$ cat config.mk
export PLATFORM = sky130hd
export DESIGN_NAME = mem_arbiter_flat
export DESIGN_NICKNAME = d
export VERILOG_FILES = /design/src/rtl/mem_arb_pkg.sv /design/src/rtl/mem_arbiter_if.sv /design/src/rtl/arb_req_slot.sv /design/src/rtl/mem_arbiter.sv /design/src/flat_wrapper.sv
export SDC_FILE = /design/constraint.sdc
export NUM_CORES = 1
export LEC_CHECK = 0
export CORE_UTILIZATION = 35
export DETAILED_ROUTE_END_ITERATION = 8
export PLACE_DENSITY = 0.63
export SLEW_MARGIN = 20
export SYNTH_ARGS = -nofsm -noshare
export SYNTH_HDL_FRONTEND = slang
export SYNTH_SLANG_ARGS = --single-unit
$ cat constraint.sdc
create_clock -name CLK -period 2.3 [get_ports CLK]
set_input_delay 0.46 -clock CLK [delete_from_list [all_inputs] [get_ports CLK]]
set_output_delay 0.46 -clock CLK [all_outputs]
set_load 0.01 [all_outputs]
$ cat src/rtl/mem_arb_pkg.sv
// Shared types and constants for the two-port cache-to-memory arbiter.
package mem_arb_pkg;

   typedef enum logic [1:0] {
      IDLE = 2'b00,
      BUSY = 2'b01,
      RESP = 2'b10
   } arb_state_e;

   localparam logic MEM_RD    = 1'b0;
   localparam logic MEM_WR    = 1'b1;
   localparam int   PORT_I    = 0;
   localparam int   PORT_D    = 1;
   localparam int   NUM_PORTS = 2;

   // With both ports pending the port other than `last` wins; a fixed-priority
   // build passes last = PORT_I so the D-cache always wins.
   function automatic logic pick_port(input logic [NUM_PORTS-1:0] pend, input logic last);
      if (&pend) return ~last;
      return pend[PORT_D];
   endfunction

endpackage

$ cat src/rtl/mem_arbiter_if.sv
// Cache request/response ports and the main-memory request bus of mem_arbiter.
interface mem_arbiter_if #(
   parameter int ADDR_W = 32,
   parameter int DATA_W = 32
);
   logic              p0_ReadValid,  p1_ReadValid;
   logic [ADDR_W-1:0] p0_ReadAddr,   p1_ReadAddr;
   logic              p0_WriteValid, p1_WriteValid;
   logic [ADDR_W-1:0] p0_WriteAddr,  p1_WriteAddr;
   logic [DATA_W-1:0] p0_WriteData,  p1_WriteData;
   logic              p0_ReadReady,  p1_ReadReady;
   logic [DATA_W-1:0] p0_ReadData,   p1_ReadData;
   logic              p0_Busy,       p1_Busy;
   logic              mem_Req;
   logic              mem_RW;
   logic [ADDR_W-1:0] mem_Addr;
   logic [DATA_W-1:0] mem_WriteData;
   logic              mem_Ack;
   logic [DATA_W-1:0] mem_ReadData;

   modport slave (
      input  p0_ReadValid, p0_ReadAddr, p0_WriteValid, p0_WriteAddr, p0_WriteData,
      input  p1_ReadValid, p1_ReadAddr, p1_WriteValid, p1_WriteAddr, p1_WriteData,
      output p0_ReadReady, p0_ReadData, p0_Busy,
      output p1_ReadReady, p1_ReadData, p1_Busy,
      output mem_Req, mem_RW, mem_Addr, mem_WriteData,
      input  mem_Ack, mem_ReadData
   );

   modport master (
      output p0_ReadValid, p0_ReadAddr, p0_WriteValid, p0_WriteAddr, p0_WriteData,
      output p1_ReadValid, p1_ReadAddr, p1_WriteValid, p1_WriteAddr, p1_WriteData,
      input  p0_ReadReady, p0_ReadData, p0_Busy,
      input  p1_ReadReady, p1_ReadData, p1_Busy,
      input  mem_Req, mem_RW, mem_Addr, mem_WriteData,
      output mem_Ack, mem_ReadData
   );
endinterface

$ cat src/rtl/arb_req_slot.sv
// Per-port request slot: latches read/write pulses while idle and clears on
// the arbiter's grant+ack strobe.
module arb_req_slot #(
   parameter int ADDR_W = 32,
   parameter int DATA_W = 32
) (
   input  logic              clk,
   input  logic              rst_n,
   input  logic              rd_valid,
   input  logic [ADDR_W-1:0] rd_addr_in,
   input  logic              wr_valid,
   input  logic [ADDR_W-1:0] wr_addr_in,
   input  logic [DATA_W-1:0] wr_data_in,
   input  logic              clr_rd,
   input  logic              clr_wr,
   output logic              rd_pend,
   output logic              wr_pend,
   output logic [ADDR_W-1:0] rd_addr,
   output logic [ADDR_W-1:0] wr_addr,
   output logic [DATA_W-1:0] wr_data,
   output logic              busy
);
   logic              rd_pend_q, rd_pend_d, wr_pend_q, wr_pend_d;
   logic [ADDR_W-1:0] rd_addr_q, rd_addr_d, wr_addr_q, wr_addr_d;
   logic [DATA_W-1:0] wr_data_q, wr_data_d;

   assign busy = rd_pend_q | wr_pend_q;

   // Capture only happens with both slots empty, so it never meets a clear.
   always_comb begin
      rd_pend_d = rd_pend_q & ~clr_rd;
      wr_pend_d = wr_pend_q & ~clr_wr;
      rd_addr_d = rd_addr_q;
      wr_addr_d = wr_addr_q;
      wr_data_d = wr_data_q;
      if (!busy) begin
         if (rd_valid) begin
            rd_pend_d = 1'b1;
            rd_addr_d = rd_addr_in;
         end
         if (wr_valid) begin
            wr_pend_d = 1'b1;
            wr_addr_d = wr_addr_in;
            wr_data_d = wr_data_in;
         end
      end
   end

   always_ff @(posedge clk or negedge rst_n) begin
      if (!rst_n) begin
         rd_pend_q <= 1'b0;
         wr_pend_q <= 1'b0;
         rd_addr_q <= '0;
         wr_addr_q <= '0;
         wr_data_q <= '0;
      end else begin
         rd_pend_q <= rd_pend_d;
         wr_pend_q <= wr_pend_d;
         rd_addr_q <= rd_addr_d;
         wr_addr_q <= wr_addr_d;
         wr_data_q <= wr_data_d;
      end
   end

   assign rd_pend = rd_pend_q;
   assign wr_pend = wr_pend_q;
   assign rd_addr = rd_addr_q;
   assign wr_addr = wr_addr_q;
   assign wr_data = wr_data_q;
endmodule

$ cat src/rtl/mem_arbiter.sv
// I-cache / D-cache arbiter onto one single-ported memory, one transaction at a time.
// Define ARB_FIXED_PRIO_EN for fixed D-cache priority instead of round-robin.
module mem_arbiter
   import mem_arb_pkg::*;
#(
   parameter int ADDR_W = 32,
   parameter int DATA_W = 32
) (
   input  logic          CLK,
   input  logic          Reset_n,
   mem_arbiter_if.slave  bus
);
   logic [NUM_PORTS-1:0]             rd_vld, wr_vld, rd_pend, wr_pend, busy, clr_rd, clr_wr, pend_any;
   logic [NUM_PORTS-1:0][ADDR_W-1:0] rd_addr_in, wr_addr_in, rd_addr, wr_addr;
   logic [NUM_PORTS-1:0][DATA_W-1:0] wr_data_in, wr_data;

   assign rd_vld     = {bus.p1_ReadValid,  bus.p0_ReadValid};
   assign wr_vld     = {bus.p1_WriteValid, bus.p0_WriteValid};
   assign rd_addr_in = {bus.p1_ReadAddr,   bus.p0_ReadAddr};
   assign wr_addr_in = {bus.p1_WriteAddr,  bus.p0_WriteAddr};
   assign wr_data_in = {bus.p1_WriteData,  bus.p0_WriteData};

   for (genvar g = 0; g < NUM_PORTS; g++) begin : g_slot
      arb_req_slot #(.ADDR_W(ADDR_W), .DATA_W(DATA_W)) u_slot (
         .clk        (CLK),
         .rst_n      (Reset_n),
         .rd_valid   (rd_vld[g]),
         .rd_addr_in (rd_addr_in[g]),
         .wr_valid   (wr_vld[g]),
         .wr_addr_in (wr_addr_in[g]),
         .wr_data_in (wr_data_in[g]),
         .clr_rd     (clr_rd[g]),
         .clr_wr     (clr_wr[g]),
         .rd_pend    (rd_pend[g]),
         .wr_pend    (wr_pend[g]),
         .rd_addr    (rd_addr[g]),
         .wr_addr    (wr_addr[g]),
         .wr_data    (wr_data[g]),
         .busy       (busy[g])
      );
   end

   arb_state_e                       state_q, state_d;
   logic                             gnt_port_q, gnt_port_d, sel_port, arb_last;
   logic                             mem_req_q, mem_req_d, mem_rw_q, mem_rw_d;
   logic [ADDR_W-1:0]                mem_addr_q, mem_addr_d;
   logic [DATA_W-1:0]                mem_wdata_q, mem_wdata_d;
   logic [NUM_PORTS-1:0][DATA_W-1:0] rd_data_q, rd_data_d;
   logic [NUM_PORTS-1:0]             rd_rdy_q, rd_rdy_d;

`ifdef ARB_FIXED_PRIO_EN
   assign arb_last = 1'b0;
`else
   logic last_grant_q, last_grant_d;
   assign arb_last = last_grant_q;
`endif

   assign pend_any = rd_pend | wr_pend;
   assign sel_port = pick_port(pend_any, arb_last);

   always_comb begin
      state_d     = state_q;
      gnt_port_d  = gnt_port_q;
      mem_req_d   = mem_req_q;
      mem_rw_d    = mem_rw_q;
      mem_addr_d  = mem_addr_q;
      mem_wdata_d = mem_wdata_q;
      rd_data_d   = rd_data_q;
      rd_rdy_d    = '0;
      clr_rd      = '0;
      clr_wr      = '0;
`ifndef ARB_FIXED_PRIO_EN
      last_grant_d = last_grant_q;
`endif
      case (state_q)
         IDLE: begin
            if (|pend_any) begin
               gnt_port_d = sel_port;
               mem_req_d  = 1'b1;
               // Write before read within a port so a refill sees its own writeback.
               if (wr_pend[sel_port]) begin
                  mem_rw_d    = MEM_WR;
                  mem_addr_d  = wr_addr[sel_port];
                  mem_wdata_d = wr_data[sel_port];
               end else begin
                  mem_rw_d    = MEM_RD;
                  mem_addr_d  = rd_addr[sel_port];
                  mem_wdata_d = '0;
               end
               state_d = BUSY;
            end
         end
         BUSY: begin
            if (bus.mem_Ack) begin
               mem_req_d = 1'b0;
               if (mem_rw_q == MEM_WR) begin
                  clr_wr[gnt_port_q] = 1'b1;
               end else begin
                  clr_rd[gnt_port_q]    = 1'b1;
                  rd_data_d[gnt_port_q] = bus.mem_ReadData;
               end
               state_d = RESP;
            end
         end
         RESP: begin
            rd_rdy_d[gnt_port_q] = (mem_rw_q == MEM_RD);
`ifndef ARB_FIXED_PRIO_EN
            last_grant_d = gnt_port_q;
`endif
            state_d = IDLE;
         end
         default: state_d = IDLE;
      endcase
   end

   always_ff @(posedge CLK or negedge Reset_n) begin
      if (!Reset_n) begin
         state_q     <= IDLE;
         gnt_port_q  <= 1'b0;
         mem_req_q   <= 1'b0;
         mem_rw_q    <= 1'b0;
         mem_addr_q  <= '0;
         mem_wdata_q <= '0;
         rd_data_q   <= '0;
         rd_rdy_q    <= '0;
      end else begin
         state_q     <= state_d;
         gnt_port_q  <= gnt_port_d;
         mem_req_q   <= mem_req_d;
         mem_rw_q    <= mem_rw_d;
         mem_addr_q  <= mem_addr_d;
         mem_wdata_q <= mem_wdata_d;
         rd_data_q   <= rd_data_d;
         rd_rdy_q    <= rd_rdy_d;
      end
   end

`ifndef ARB_FIXED_PRIO_EN
   always_ff @(posedge CLK or negedge Reset_n) begin
      if (!Reset_n) last_grant_q <= 1'b0;
      else          last_grant_q <= last_grant_d;
   end
`endif

   assign bus.p0_ReadReady  = rd_rdy_q[PORT_I];
   assign bus.p1_ReadReady  = rd_rdy_q[PORT_D];
   assign bus.p0_ReadData   = rd_data_q[PORT_I];
   assign bus.p1_ReadData   = rd_data_q[PORT_D];
   assign bus.p0_Busy       = busy[PORT_I];
   assign bus.p1_Busy       = busy[PORT_D];
   assign bus.mem_Req       = mem_req_q;
   assign bus.mem_RW        = mem_rw_q;
   assign bus.mem_Addr      = mem_addr_q;
   assign bus.mem_WriteData = mem_wdata_q;
endmodule
$ cat src/flat_wrapper.sv
// flat-port wrapper written by rule: the top's interface ports become plain ports
module mem_arbiter_flat import mem_arb_pkg::*;
#(
   parameter int ADDR_W = 32,
   parameter int DATA_W = 32
)
  (CLK, Reset_n, bus_p0_ReadValid, bus_p0_ReadAddr, bus_p0_WriteValid, bus_p0_WriteAddr, bus_p0_WriteData, bus_p1_ReadValid, bus_p1_ReadAddr, bus_p1_WriteValid, bus_p1_WriteAddr, bus_p1_WriteData, bus_p0_ReadReady, bus_p0_ReadData, bus_p0_Busy, bus_p1_ReadReady, bus_p1_ReadData, bus_p1_Busy, bus_mem_Req, bus_mem_RW, bus_mem_Addr, bus_mem_WriteData, bus_mem_Ack, bus_mem_ReadData);
  mem_arbiter_if #(.ADDR_W(ADDR_W), .DATA_W(DATA_W)) bus_i ();
  input  logic CLK;
  input  logic Reset_n;
  input wire logic [$bits(bus_i.p0_ReadValid)-1:0] bus_p0_ReadValid;
  input wire logic [$bits(bus_i.p0_ReadAddr)-1:0] bus_p0_ReadAddr;
  input wire logic [$bits(bus_i.p0_WriteValid)-1:0] bus_p0_WriteValid;
  input wire logic [$bits(bus_i.p0_WriteAddr)-1:0] bus_p0_WriteAddr;
  input wire logic [$bits(bus_i.p0_WriteData)-1:0] bus_p0_WriteData;
  input wire logic [$bits(bus_i.p1_ReadValid)-1:0] bus_p1_ReadValid;
  input wire logic [$bits(bus_i.p1_ReadAddr)-1:0] bus_p1_ReadAddr;
  input wire logic [$bits(bus_i.p1_WriteValid)-1:0] bus_p1_WriteValid;
  input wire logic [$bits(bus_i.p1_WriteAddr)-1:0] bus_p1_WriteAddr;
  input wire logic [$bits(bus_i.p1_WriteData)-1:0] bus_p1_WriteData;
  output wire logic [$bits(bus_i.p0_ReadReady)-1:0] bus_p0_ReadReady;
  output wire logic [$bits(bus_i.p0_ReadData)-1:0] bus_p0_ReadData;
  output wire logic [$bits(bus_i.p0_Busy)-1:0] bus_p0_Busy;
  output wire logic [$bits(bus_i.p1_ReadReady)-1:0] bus_p1_ReadReady;
  output wire logic [$bits(bus_i.p1_ReadData)-1:0] bus_p1_ReadData;
  output wire logic [$bits(bus_i.p1_Busy)-1:0] bus_p1_Busy;
  output wire logic [$bits(bus_i.mem_Req)-1:0] bus_mem_Req;
  output wire logic [$bits(bus_i.mem_RW)-1:0] bus_mem_RW;
  output wire logic [$bits(bus_i.mem_Addr)-1:0] bus_mem_Addr;
  output wire logic [$bits(bus_i.mem_WriteData)-1:0] bus_mem_WriteData;
  input wire logic [$bits(bus_i.mem_Ack)-1:0] bus_mem_Ack;
  input wire logic [$bits(bus_i.mem_ReadData)-1:0] bus_mem_ReadData;
  assign bus_i.p0_ReadValid = bus_p0_ReadValid;
  assign bus_i.p0_ReadAddr = bus_p0_ReadAddr;
  assign bus_i.p0_WriteValid = bus_p0_WriteValid;
  assign bus_i.p0_WriteAddr = bus_p0_WriteAddr;
  assign bus_i.p0_WriteData = bus_p0_WriteData;
  assign bus_i.p1_ReadValid = bus_p1_ReadValid;
  assign bus_i.p1_ReadAddr = bus_p1_ReadAddr;
  assign bus_i.p1_WriteValid = bus_p1_WriteValid;
  assign bus_i.p1_WriteAddr = bus_p1_WriteAddr;
  assign bus_i.p1_WriteData = bus_p1_WriteData;
  assign bus_p0_ReadReady = bus_i.p0_ReadReady;
  assign bus_p0_ReadData = bus_i.p0_ReadData;
  assign bus_p0_Busy = bus_i.p0_Busy;
  assign bus_p1_ReadReady = bus_i.p1_ReadReady;
  assign bus_p1_ReadData = bus_i.p1_ReadData;
  assign bus_p1_Busy = bus_i.p1_Busy;
  assign bus_mem_Req = bus_i.mem_Req;
  assign bus_mem_RW = bus_i.mem_RW;
  assign bus_mem_Addr = bus_i.mem_Addr;
  assign bus_mem_WriteData = bus_i.mem_WriteData;
  assign bus_i.mem_Ack = bus_mem_Ack;
  assign bus_i.mem_ReadData = bus_mem_ReadData;
  mem_arbiter #(.ADDR_W(ADDR_W), .DATA_W(DATA_W)) u_core (.CLK(CLK), .Reset_n(Reset_n), .bus(bus_i));
endmodule
# After elaboration in Yosys (flattened, before gate mapping)
# Cells that the tools add are included.
[totals] elab_cells=96 out_inout_bits=134 input_bits=231 regBits=332
[classes] eq_ne=4 n_reduce_logical=13 muxes=40 bitwise_logic=16 n_lt_le_gt_ge=3
[op_table] operator="$mux W32" n=9
[op_table] operator="$bwmux W64" n=1
[op_table] operator="$demux W32 S1" n=1
[op_table] operator="$mux W2" n=9
[op_table] operator="$mux W1" n=17
[op_table] operator="$reduce_and A2 Y1" n=7
[op_table] operator="$not A1 Y1" n=8
[op_table] operator="$reduce_and A3 Y1" n=2
[op_table] operator="$and A1 B1 Y1" n=4
[op_table] operator="$lt A1 B2 Y1 const B" n=2
[op_table] operator="$pmux W2 S2" n=1
[op_table] operator="$and A2 B2 Y2" n=1
[op_table] operator="$eq A2 B1 Y1 const B" n=1
[op_table] operator="$eq A2 B2 Y1 const B" n=1
[op_table] operator="$logic_not A2 Y1" n=1
[op_table] operator="$ne A2 B1 Y1 const B" n=1
[op_table] operator="$ne A2 B2 Y1 const B" n=1
[op_table] operator="$or A1 B1 Y1" n=2
[op_table] operator="$or A2 B2 Y2" n=1
[op_table] operator="$pmux W1 S2" n=1
[op_table] operator="$reduce_bool A2 Y1" n=1
[op_table] operator="$reduce_or A2 Y1" n=1
[op_table] operator="$demux W1 S1" n=1
[op_table] operator="$ge A1 B1 Y1 const B" n=1
[op_table] operator="$logic_and A1 B1 Y1" n=1

# Logic depth before layout (Yosys ltp)
[depth] word_depth=11 depth_mapped=7 depth_no_buf=5

# By module
# A second synthesis with hierarchy kept.
[hier_totals] cells_unflattened=1205 area_unflattened_um2=15117.0
[modules_own_cells] mod="mem_arbiter" n_inst=1 cells_each=783 area_per_inst_um2=7724.9 seq_area_each_um2=3403.3
[modules_own_cells] mod="arb_req_slot" n_inst=2 cells_each=211 area_per_inst_um2=3696.0 seq_area_each_um2=2452.4

# Worst setup path before layout
# No wires, ideal clock.
[synth_timing] path_type="register -> register" startpoint="register u_core.g_slot[0].u_slot.wr_pend_q" endpoint="register u_core.g_slot[0].u_slot.wr_addr_q[0]" path_stages_with_launch=6 path_slack_ns=0.541 t_required_ns=2.175 setup_ns=0.125 synth_period_minus_slack_ns=1.759 t_arrival_ns=1.634 path_buffers=2 path_cell_list="dfrtp_1 > nor2_1 > and2_1 > clkbuf_1 > buf_2 > mux2_2"
[synth_between] elab_chain_cells=3
[synth_rtl] element="from (decl)" line="arb_req_slot.sv:23" text="logic rd_pend_q, rd_pend_d, wr_pend_q, wr_pend_d;"
[synth_rtl] element="from (signal assigned)" line="arb_req_slot.sv:58" text="wr_pend_q <= wr_pend_d;"
[synth_rtl] element="$or A1 B1 Y1" line="arb_req_slot.sv:27" text="assign busy = rd_pend_q | wr_pend_q;"
[synth_rtl] element="$not A1 Y1 (no line)"
[synth_rtl] element="$reduce_and A2 Y1 (no line)"
[synth_rtl] element="to (signal assigned)" line="arb_req_slot.sv:60" text="wr_addr_q <= wr_addr_d;"
[synth_rtl] element="to (decl)" line="arb_req_slot.sv:24" text="logic [ADDR_W-1:0] rd_addr_q, rd_addr_d, wr_addr_q, wr_addr_d;"
# No other way between the ends.
# A chain may end at the register's enable or synchronous reset.

# Worst setup path in the final report
[layout_timing] startpoint="register u_core.g_slot[1].u_slot.wr_pend_q" endpoint="output bus_p1_Busy"
[layout_between] elab_chain_cells=1
[layout_rtl] element="from (decl)" line="arb_req_slot.sv:23"
[layout_rtl] element="from (signal assigned)" line="arb_req_slot.sv:58"
[layout_rtl] element="$or A1 B1 Y1" line="arb_req_slot.sv:27"
[layout_rtl] element="to (decl)" line="flat_wrapper.sv:26" text="output wire logic [$bits(bus_i.p1_Busy)-1:0] bus_p1_Busy;"
# No other way between the ends.

==> reports/qor.yml <==
setup_path:
  reg2reg_to: "u_core.bus.mem_WriteData[7]$_DFFE_PN0P_"
  crit_slowest_cell: "dfrtp_1"
  crit_buf_inv: 2
  reg2reg_slack_ns: 0.25
  regToRegStartpoint: "u_core.g_slot[1].u_slot.wr_pend$_DFF_PN0_"
  path_delay_family: "flip-flops"
  slowest_delay_ns: 0.44
  crit_type: "reg -> out"
  reg2reg_depth: 5
  path_cells: "nor2_4 > inv_6 > dlygate4sd2_1"
  worstPathArrival_ns: 1.65
  end_kind: "output pin"
  start_kind: "flop"
  worstPathRequired_ns: 1.84
  critPathMaxFanout: 16
clocking:
  htreeDepth: 2
  cts_tree: "yes"
  path_clk_slew_ns: 0.06
  cts_buffers: 39
  clk_latency_ns: 0.54
  cts.sinks: 332
  clockBufferDepth: 3
  root_buffer: "clkbuf_16"
power:
  leakagePower_nw: 8.35
  ir_drop_mv: 0.596
  power.density_nw_per_um2: 1410
timing:
  hold_viol_final: 0
  relSlewSlack: 0.650
  final.setup.worst_slack_ns: 0.189
  setup_tns_ns: 0
  fin_crit_sh: 0.918
  tightest_slew_ns: 0.525
  rsz0062_at_grt: "false"
  slew_violations: 0
  period_minus_slack_ns: 2.11
  final.setup_skew_ns: 0.0120
  finalSetupViolCount: 0
  max_freq_ghz: 0.474
floorplanning:
  start_util: 0.358
  dieArea_um2: 40600
  die_w_um: 201
  ios: 365
  rows: 72
  core_area_um2: 38900
  die_y_um: 201
grt:
  use_met3: 0.0538
  grt_first_pass_wirelength_um: 60600
  antenna_found_initial: 4
  grt_overflow: 0
  gr-max-usage-layer: "met2"
  grt_pass1_vias: 10198
  met1_usage: 0.254
  track_usage: 0.194
  gr-usage-met2: 0.309
  grt_max_degree: 70
yosys:
  synthArstFlopShare: 1.00
  synth_ff_type: "dfrtp_1"
  synth-seq-cells: 332
  synth_edf_count: 0
  yosys_warnings: 0
  syn_area_per_cell_um2: 14.0
  synth.distinct_cells: 31
  ys_seq_area_frac: 0.597
  syn_area_um2: 13900
  syn_inst: 992
  syn_nets: 1223
final_layout:
  multi_input_area_um2: 5320
  syn_to_final_growth_pct: 42.0
  fillers: 3443
  layout.nets: 1595
  post-route-util: 0.508
  regArea_um2: 8310
  drive_above_1_share: 0.289
detailed_routing:
  vias_per_cell: 4.97
  wl_um: 38600
  ant_nets: 0
  wire_per_inst_um: 20.2
  vias: 9491
  drt_iter0_markers: 367
  dr.pass1.iters: 4
  drc: 0
min_path:
  hold_path.class: "in -> async"
run_status:
  status: "complete, no violations"
placed_design:
  place.gp.congestion: 0.779
  hpwl_um: 26500
  dpl_worst_slack_ns: 0.106
  portBuffers: 364
job:
  cap_viol_max_count: 0
-- cells in the final DEF, fill, tap and decap left out, types with 22 or more instances in the layout --
| master | count |
|---|---|
| a21boi_0 | 32 |
| and3_1 | 32 |
| buf_4 | 24 |
| clkbuf_16 | 41 |
| clkdlybuf4s50_1 | 361 |
| dfrtp_1 | 331 |
| mux2_2 | 257 |
| mux2i_1 | 64 |
| nand2_1 | 70 |
| o211ai_2 | 27 |
| o21ai_1 | 22 |
| o221ai_1 | 32 |
-- synthesized netlist by cell type, types with 3 or more instances --
library cell	count	area share
buf_6	5	0.0040
nor2_1	3	0.00081
nand2b_1	3	0.0013
o211ai_2	27	0.024
and2_1	4	0.0018
o211ai_1	5	0.0027
nand2_1	71	0.019
mux2_2	257	0.21
a21boi_0	32	0.017
and3_1	32	0.014
o221ai_1	32	0.020
o21ai_1	22	0.0079
buf_2	28	0.010
mux2i_1	64	0.046
dfrtp_1	332	0.60
o21ai_0	13	0.0047
inv_1	5	0.0013
clkbuf_1	41	0.011
-- sequential cells by signal, summed over array words and instances (netlist names), 2 cells and up --
register / flops
u_core.state_q: 2
u_core.g_slot.u_slot.rd_pend: 2
u_core.g_slot.u_slot.rd_addr: 64
u_core.g_slot.u_slot.wr_data: 64
u_core.g_slot.u_slot.wr_pend: 2
u_core.rd_rdy_q: 2
u_core.bus.mem_Addr: 32
u_core.bus.p0_ReadData: 32
u_core.g_slot.u_slot.wr_addr: 64
u_core.bus.mem_WriteData: 32
u_core.bus.p1_ReadData: 32
-- where the power goes --
group | switching [mW] | leakage, nW | internal [mW] | total [mW]
sequential | 1.52 | 4.03 | 8.74 | 10.3
combinational | 5.13 | 3.69 | 6.38 | 11.5
clock | 2.39 | 0.628 | 3.76 | 6.15
total | 9.05 | 8.35 | 18.9 | 27.9
-- cell type report --
cell class,instances,area share
flip-flops and latches,332,0.420
clock buffers,58,0.0597
well taps,518,0.0328
repair buffers,406,0.211
diodes,1,0.000127
clock inverters,9,0.00506
multi-input cells,580,0.269
inverters,5,0.00120
-- metrics by stage --
stage | instance area (um^2) | hold slack, ns | std cells | total power [mW]
floorplan | 13900 | 0.164 | 992 | 16.9
global placement | 18400 | 0.460 | 1838 | 21.7
detailed placement | 18400 | 0.464 | 1838 | 22.0
CTS | 19800 | 0.465 | 1907 | 28.4
global route | 19800 | 0.496 | 1909 | 29.7
finish | 19800 | 0.466 | 1909 | 27.9
-- cell families (layout without fill, tap and decap cells) --
kind of cell / after synthesis / after routing / share of synthesized area
simple gates: 121 / 121 / 0.0419
buf+inv: 80 / 478 / 0.0270
mux: 321 / 321 / 0.254
flops: 332 / 332 / 0.597
other cells: 0 / 1 / 0
compound gates: 138 / 138 / 0.0806
-- routing by layer --
| metal | part of all wire | routed length [um] |
|---|---|---|
| met2 | 0.47 | 18200 |
| met3 | 0.067 | 2580 |
| met1 | 0.44 | 16900 |
| met5 | 0.00060 | 23 |
| met4 | 0.022 | 856 |
-- worst max path at each step --
stage | from | end | depth (start not counted)
3_3_place_gp | bus_mem_Ack | u_core.bus.p1_ReadData[24]$_DFFE_PN0P_ | 5
6_report | u_core.g_slot[1].u_slot.wr_pend$_DFF_PN0_ | bus_p1_Busy | 3
2_1_floorplan | u_core.g_slot[0].u_slot.wr_pend$_DFF_PN0_ | u_core.g_slot[0].u_slot.wr_addr[0]$_DFFE_PN0P_ | 5
5_1_grt | u_core.g_slot[1].u_slot.wr_pend$_DFF_PN0_ | bus_p1_Busy | 3
4_1_cts | u_core.g_slot[0].u_slot.rd_pend$_DFF_PN0_ | bus_p0_Busy | 4
3_5_place_dp | bus_mem_Ack | u_core.bus.p1_ReadData[10]$_DFFE_PN0P_ | 5
-- repair_timing --
action | 4_1_cts | 5_1_grt
setup buffers | 1 | 1
hold buffers | 1 | 0
hold endpoints to repair | 46 | 0
gates resized for setup | 7 | 1
pin swaps | 1 | 0
endpoints found under the setup margin | 2 | 1
(Power assumes the default switching activity.)
